===== config.mk =====
export PLATFORM = sky130hd
export DESIGN_NAME = uart_apb_regfile
export DESIGN_NICKNAME = d
export VERILOG_FILES = /design/src/rtl/uart_apb_regfile.sv
export SDC_FILE = /design/constraint.sdc
export NUM_CORES = 1
export LEC_CHECK = 0
export ABC_CLOCK_PERIOD_IN_PS = 3500
export CAP_MARGIN = 20
export CORE_MARGIN = 5
export CORE_UTILIZATION = 45
export CTS_BUF_LIST = sky130_fd_sc_hd__clkbuf_4
export CTS_CLUSTER_SIZE = 40
export DETAILED_ROUTE_END_ITERATION = 16
export PLACE_DENSITY_LB_ADDON = 0.12
export SLEW_MARGIN = 15
export SYNTH_ARGS = -nofsm -noshare
export SYNTH_HDL_FRONTEND = slang
export SYNTH_SLANG_ARGS = --single-unit

===== constraint.sdc =====
create_clock -name pClk -period 3.5 [get_ports pClk]
set_input_delay 0.525 -clock pClk [delete_from_list [all_inputs] [get_ports pClk]]
set_output_delay 0.525 -clock pClk [all_outputs]
set_load 0.01 [all_outputs]

===== src/rtl/uart_apb_regfile.sv =====
// UART APB register file: TX/RX FIFOs, baud divisor, frame config,
// live status and sticky W1C interrupt flags.
module uart_apb_regfile #(
  parameter int DATA_W   = 8,
  parameter int TX_DEPTH = 16,
  parameter int RX_DEPTH = 16
) (
  input  logic              pClk,
  input  logic              pReset,
  input  logic              pSel,
  input  logic              pEnable,
  input  logic              pWrite,
  input  logic [31:0]       pAddr,
  input  logic [31:0]       pWdata,
  output logic [31:0]       pRData,
  output logic              pSlvErr,
  output logic              tx_valid,
  output logic [DATA_W-1:0] tx_data,
  input  logic              tx_ready,
  input  logic              tx_done,
  input  logic              rx_valid,
  input  logic [DATA_W-1:0] rx_data,
  input  logic              rx_fe,
  input  logic              rx_pe,
  output logic [15:0]       baud_div,
  output logic [4:0]        frame_cfg,
  output logic              irq
);
  localparam int TAW = $clog2(TX_DEPTH);
  localparam int RAW = $clog2(RX_DEPTH);

  logic [7:0] idx;
  logic acc, wr, rd;
  logic s_txd, s_rxd, s_baud, s_ctrl;
  logic s_frm, s_stat, s_ints, s_lvl, s_bad;

  logic [15:0] baud_q;
  logic [4:0]  ctrl_q, frame_q, ints_q;
  logic        busy_q;

  logic [DATA_W-1:0] tx_mem [TX_DEPTH];
  logic [DATA_W-1:0] rx_mem [RX_DEPTH];
  logic [TAW-1:0] tx_wp, tx_rp;
  logic [RAW-1:0] rx_wp, rx_rp;
  logic [TAW:0]   tx_cnt;
  logic [RAW:0]   rx_cnt;

  logic tx_empty, tx_full, rx_empty, rx_full;
  logic tx_push, tx_pop, tx_flush;
  logic rx_push, rx_pop, rx_flush, rx_hit;
  logic [4:0] ints_set, ints_clr;
  logic [DATA_W-1:0] rx_head;
  logic [31:0] rdata;
  logic unused_bits;

  assign idx = pAddr[7:0];
  assign acc = pSel && pEnable;
  assign wr  = acc && pWrite;
  assign rd  = acc && !pWrite;

  assign s_txd  = idx == 8'h00;
  assign s_rxd  = idx == 8'h01;
  assign s_baud = idx == 8'h02;
  assign s_ctrl = idx == 8'h03;
  assign s_frm  = idx == 8'h04;
  assign s_stat = idx == 8'h05;
  assign s_ints = idx == 8'h06;
  assign s_lvl  = idx == 8'h07;
  assign s_bad  = idx > 8'h07;

  assign tx_empty = tx_cnt == '0;
  assign tx_full  = tx_cnt == (TAW+1)'(TX_DEPTH);
  assign rx_empty = rx_cnt == '0;
  assign rx_full  = rx_cnt == (RAW+1)'(RX_DEPTH);

  assign tx_valid = ctrl_q[0] && !tx_empty;
  assign tx_data  = tx_empty ? '0 : tx_mem[tx_rp];
  assign rx_head  = rx_mem[rx_rp];

  assign tx_push  = wr && s_txd && !tx_full;
  assign tx_pop   = tx_valid && tx_ready;
  assign tx_flush = wr && s_ctrl && pWdata[5];
  assign rx_hit   = rx_valid && ctrl_q[1];
  assign rx_push  = rx_hit && !rx_full;
  assign rx_pop   = rd && s_rxd && !rx_empty;
  assign rx_flush = wr && s_ctrl && pWdata[6];

  assign ints_set = {rx_hit && rx_full, rx_hit && rx_pe,
                     rx_hit && rx_fe, rx_push, tx_done};
  assign ints_clr = (wr && s_ints) ? pWdata[4:0] : 5'b0;

  always_ff @(posedge pClk) begin
    if (tx_push) tx_mem[tx_wp] <= pWdata[DATA_W-1:0];
    if (rx_push) rx_mem[rx_wp] <= rx_data;
  end

  always_ff @(posedge pClk or negedge pReset) begin
    if (!pReset) begin
      tx_wp  <= '0;
      tx_rp  <= '0;
      tx_cnt <= '0;
    end else if (tx_flush) begin
      tx_wp  <= '0;
      tx_rp  <= '0;
      tx_cnt <= '0;
    end else begin
      if (tx_push) tx_wp <= tx_wp + 1'b1;
      if (tx_pop)  tx_rp <= tx_rp + 1'b1;
      tx_cnt <= tx_cnt + (TAW+1)'(tx_push)
                       - (TAW+1)'(tx_pop);
    end
  end

  always_ff @(posedge pClk or negedge pReset) begin
    if (!pReset) begin
      rx_wp  <= '0;
      rx_rp  <= '0;
      rx_cnt <= '0;
    end else if (rx_flush) begin
      rx_wp  <= '0;
      rx_rp  <= '0;
      rx_cnt <= '0;
    end else begin
      if (rx_push) rx_wp <= rx_wp + 1'b1;
      if (rx_pop)  rx_rp <= rx_rp + 1'b1;
      rx_cnt <= rx_cnt + (RAW+1)'(rx_push)
                       - (RAW+1)'(rx_pop);
    end
  end

  // busy tracks a frame handed to the serialiser but not yet done
  always_ff @(posedge pClk or negedge pReset) begin
    if (!pReset) begin
      baud_q  <= '0;
      ctrl_q  <= '0;
      frame_q <= '0;
      ints_q  <= '0;
      busy_q  <= 1'b0;
    end else begin
      if (wr && s_baud) baud_q  <= pWdata[15:0];
      if (wr && s_ctrl) ctrl_q  <= pWdata[4:0];
      if (wr && s_frm)  frame_q <= pWdata[4:0];
      ints_q <= (ints_q & ~ints_clr) | ints_set;
      if (tx_pop)       busy_q <= 1'b1;
      else if (tx_done) busy_q <= 1'b0;
    end
  end

  always_comb begin
    rdata = '0;
    if (rd) begin
      unique case (1'b1)
        s_rxd:  rdata = rx_empty ? '0 : 32'(rx_head);
        s_baud: rdata = {16'h0, baud_q};
        s_ctrl: rdata = {27'h0, ctrl_q};
        s_frm:  rdata = {27'h0, frame_q};
        s_stat: rdata = {27'h0, tx_empty && !busy_q,
                         rx_full, tx_full, tx_empty,
                         !rx_empty};
        s_ints: rdata = {27'h0, ints_q};
        s_lvl:  rdata = {8'h0, 8'(rx_cnt),
                         8'h0, 8'(tx_cnt)};
        default: rdata = '0;
      endcase
    end
  end

  assign pRData  = rdata;
  assign pSlvErr = acc && (s_bad
                   || (pWrite && s_txd && tx_full)
                   || (!pWrite && s_rxd && rx_empty));

  assign baud_div  = baud_q;
  assign frame_cfg = frame_q;
  assign irq = (ctrl_q[2] && ints_q[0])
            || (ctrl_q[3] && ints_q[1])
            || (ctrl_q[4] && |ints_q[4:2]);

  assign unused_bits = ^{pAddr[31:8], pWdata[31:16]};
endmodule


==> results.sh <==
export IMPL_grt_start_max_net_pins=35
export IMPL_ys_warn_count=0
export IMPL_stdcell_count=1478
export IMPL_initial_core_util_pct=45.5
export IMPL_hold_viol=0
export IMPL_rows=63
export IMPL_syn_area_per_cell_um2=17.2
export IMPL_yosys_mux_area_fraction_pct=15.6
export IMPL_synth_top_family_by_area="multiplexers"
export IMPL_ys_async_sr_fraction_pct=18.5
export IMPL_critPathLaunch="pAddr[6]"
export IMPL_clk_latency_ps=670
export IMPL_root_buffer="clkbuf_4"
export IMPL_power_mw=8.38
export IMPL_post_route_min_period_ps=3380
export IMPL_synthCells=783
export IMPL_post_synth_instance_area_um2=13500
export IMPL_globalplace_congestion=0.860
export IMPL_synth_simple_area_share_pct=7.83
export IMPL_clkPwrFrac_pct=37.1
export IMPL_pre_cts_ws_ps=-190
export IMPL_yosysSeqAreaShare_pct=67.9
export IMPL_arrival_ps=2850
export IMPL_cts_buffer_depth=3
export IMPL_post_dp_hpwl_um=20500
export IMPL_crit_required_ps=2970
export IMPL_maxSlewViolCount=0
export IMPL_cts_tree="built"
export IMPL_drive_gt1_share_pct=33.7
export IMPL_clk_pin_slew_ps=60
export IMPL_floorplan_core_area_um2=29600
export IMPL_die_h_um=183
export IMPL_grt_remaining_overflow=0
export IMPL_fin_skew_ps=55.7
export IMPL_power_switching_share_pct=24.2
export IMPL_synth_flop_cell="edfxtp_1"
export IMPL_synthXorXnorAreaFrac_pct=1.11
export IMPL_timing_rr_end="rx_cnt[4]"
export IMPL_dieArea_um2=33500
export IMPL_p_switching_mw=2.03
export IMPL_final_nets=1129
export IMPL_synth_cell_types=57
export IMPL_die_w_um=183
export IMPL_cp_start_kind="primary input"
export IMPL_maxSlewHeadroom_pct=43.1
export IMPL_setup_tns_ps=0
export IMPL_endpoint="pRData[6]"
export IMPL_critical_path_class="primary input to output port"
export IMPL_h_tree_depth=3
export IMPL_portBuffers=94
export IMPL_combPwrFrac_pct=12.7
export IMPL_antenna_found_initial=2
export IMPL_remaining_drc_errors=0
export IMPL_wl_per_cell_um=20.9
export IMPL_fill_cells=2342
export IMPL_area_growth_pct=24.7
export IMPL_p_int_mw=6.35
export IMPL_status="finished, final reports clean"
export IMPL_via_per_inst=5.25
export IMPL_rsz0062_at_grt="true"
export IMPL_vias=7764
export IMPL_synth_edff_count=256
export IMPL_power_frac_seq_pct=50.2
export IMPL_finalSetupViolCount=0
export IMPL_leakage_nw=6.24
export IMPL_worstMarginPinSlew_ps=852
export IMPL_r2r_start="rx_cnt[3]"
export IMPL_synth_compound_area_share_pct=2.56
export IMPL_cts_buffers=83
export IMPL_ir_worst_vdd_mv=0.322
export IMPL_worst_path_max_fanout=9
export IMPL_drtIter0Drc=558
export IMPL_clock_sinks=314
export IMPL_endpoint_kind="output port"
export IMPL_dr_pass1_iters=6
export IMPL_io_pins=146
export IMPL_max_cap_viol_count=0
export IMPL_p_per_area_nw_per_um2=499
export IMPL_drt_wl_total_um=30900
export IMPL_fin_crit_sh_pct=96.5
export IMPL_min_path_type="primary input to async pin"
export IMPL_ys_seq_elements=314
export IMPL_finalWorstSetupSlack_ps=122
export IMPL_grtUsageTotal_pct=18.7
export IMPL_fmax_ghz=0.296
export IMPL_ant_nets=0
export IMPL_grt_pass1_wl_um=48300
export IMPL_r2r_setup_slack_ps=440
export IMPL_synth_fa_ha_area_share_pct=2.34
export IMPL_rr_worst_depth=15
export IMPL_dp_cells=1302
export IMPL_grt_pass1_vias=8520
==> kinds of logic (layout without fill, tap and decap cells) <==
family	Yosys count	count (layout)
compound gates	52	52
xor+xnor	17	17
fa+ha+maj	24	24
buf+inv	72	366
flops	314	314
mux	114	114
other cells	1	12
simple gates	189	189
==> power groups by stage <==
| stage | clock network (mW) | registers [mW] | logic, mW |
|---|---|---|---|
| 2_1_floorplan | 0 | 4.24 | 0.600 |
| 3_3_place_gp | 0 | 4.26 | 0.911 |
| 3_5_place_dp | 0 | 4.27 | 0.956 |
| 4_1_cts | 3.22 | 4.21 | 1.03 |
| 5_1_grt | 3.44 | 4.21 | 1.16 |
| 6_report | 3.11 | 4.20 | 1.06 |
==> cells in the mapped netlist, types with 11 or more instances <==
cell type,instances,area [um^2]
nor2_1,41,154
nand2_1,42,158
mux4_2,74,1670
o21ai_0,13,65.1
ha_1,22,275
and2_1,20,125
dfrtp_1,58,1450
nor2b_1,19,119
nand3_1,13,65.1
edfxtp_1,256,7690
inv_1,24,90.1
a21oi_1,12,60.1
mux2_2,31,349
clkbuf_1,17,63.8
buf_4,11,82.6
==> cell type report <==
cell class / count / area (um^2) / area share, %
timing repair buffer: 192 / 1970 / 11.7
multi-input combinational: 407 / 4040 / 24.1
inverter: 25 / 93.8 / 0.559
sequential: 314 / 9140 / 54.5
clock inverter: 20 / 87.6 / 0.522
antenna: 1 / 2.50 / 0.0149
clock buffer: 129 / 968 / 5.77
tap: 390 / 488 / 2.91
==> routing by layer <==
metal  part of all wire, %  up-vias  routed length [um]  global-route usage [%]
li1                      -     3546                   -                       -
met1                    40     3999               12300                    23.3
met2                    55      182               16900                    33.6
met3                   4.0       37                1240                    3.51
met4                   1.5        0                 453                    5.33
met5                     0        -                   0                       0
==> how the worst min path moves through the flow <==
stage / start / slack [ps] / endpoint
floorplan: pReset / 230 / baud_div[0]
global placement: ints_q[0] / 500 / ints_q[0]
detailed placement: ints_q[0] / 510 / ints_q[0]
CTS: pReset / 390 / rx_cnt[3]
global route: pReset / 430 / rx_cnt[0]
finish: pReset / 420 / rx_cnt[3]
==> cells in the final DEF, fill, tap and decap left out, types with 11 or more instances in the layout <==
| cell type | instances |
|---|---|
| buf_4 | 72 |
| nor2b_1 | 19 |
| and2_1 | 20 |
| buf_12 | 20 |
| mux4_2 | 74 |
| clkinv_1 | 16 |
| clkbuf_4 | 129 |
| dfrtp_1 | 54 |
| dlygate4sd2_1 | 19 |
| o21ai_0 | 11 |
| ha_1 | 22 |
| clkdlybuf4s50_1 | 64 |
| nand2_1 | 42 |
| nand3_1 | 13 |
| mux2_2 | 31 |
| a21oi_1 | 12 |
| conb_1 | 11 |
| inv_1 | 23 |
| edfxtp_1 | 256 |
| nor2_1 | 41 |
==> stage by stage <==
stage                     util [%]  hold slack, ps  area, um^2
after global placement        52.1             500       15400
after global routing          56.8             431       16800
final                         56.8             417       16800
after floorplan                  -             229       13500
after detailed placement      52.1             512       15400
after CTS                     56.4             392       16700
==> worst max-delay path: stages <==
cell,delay [ps]
clkdlybuf4s50_1,400
or4_1,550
or3_4,420
nor4_4,270
buf_12,170
buf_4,120
a22o_2,140
dlygate4sd2_1,260
==> state kept, by name, indices dropped and copies added (netlist names) <==
name and cells:
frame_cfg 5, rx_mem 128, busy_q 1, ctrl_q 5, tx_wp 4, rx_cnt 5
rx_wp 4, tx_rp 4, ints_q 5, rx_rp 4, tx_mem 128, baud_div 16
tx_cnt 5
==> what timing repair did <==
| item | CTS | global route |
|---|---|---|
| pin swaps | 2 | 1 |
| setup buffers | 9 | 13 |
| cloned | 3 | 1 |
| endpoints found under the setup margin | 30 | 13 |
| gates resized for setup | 45 | 11 |
| hold endpoints to repair | 24 | 0 |
| hold buffers | 1 | 0 |
No activity file was read; power rests on OpenSTA's default activity.
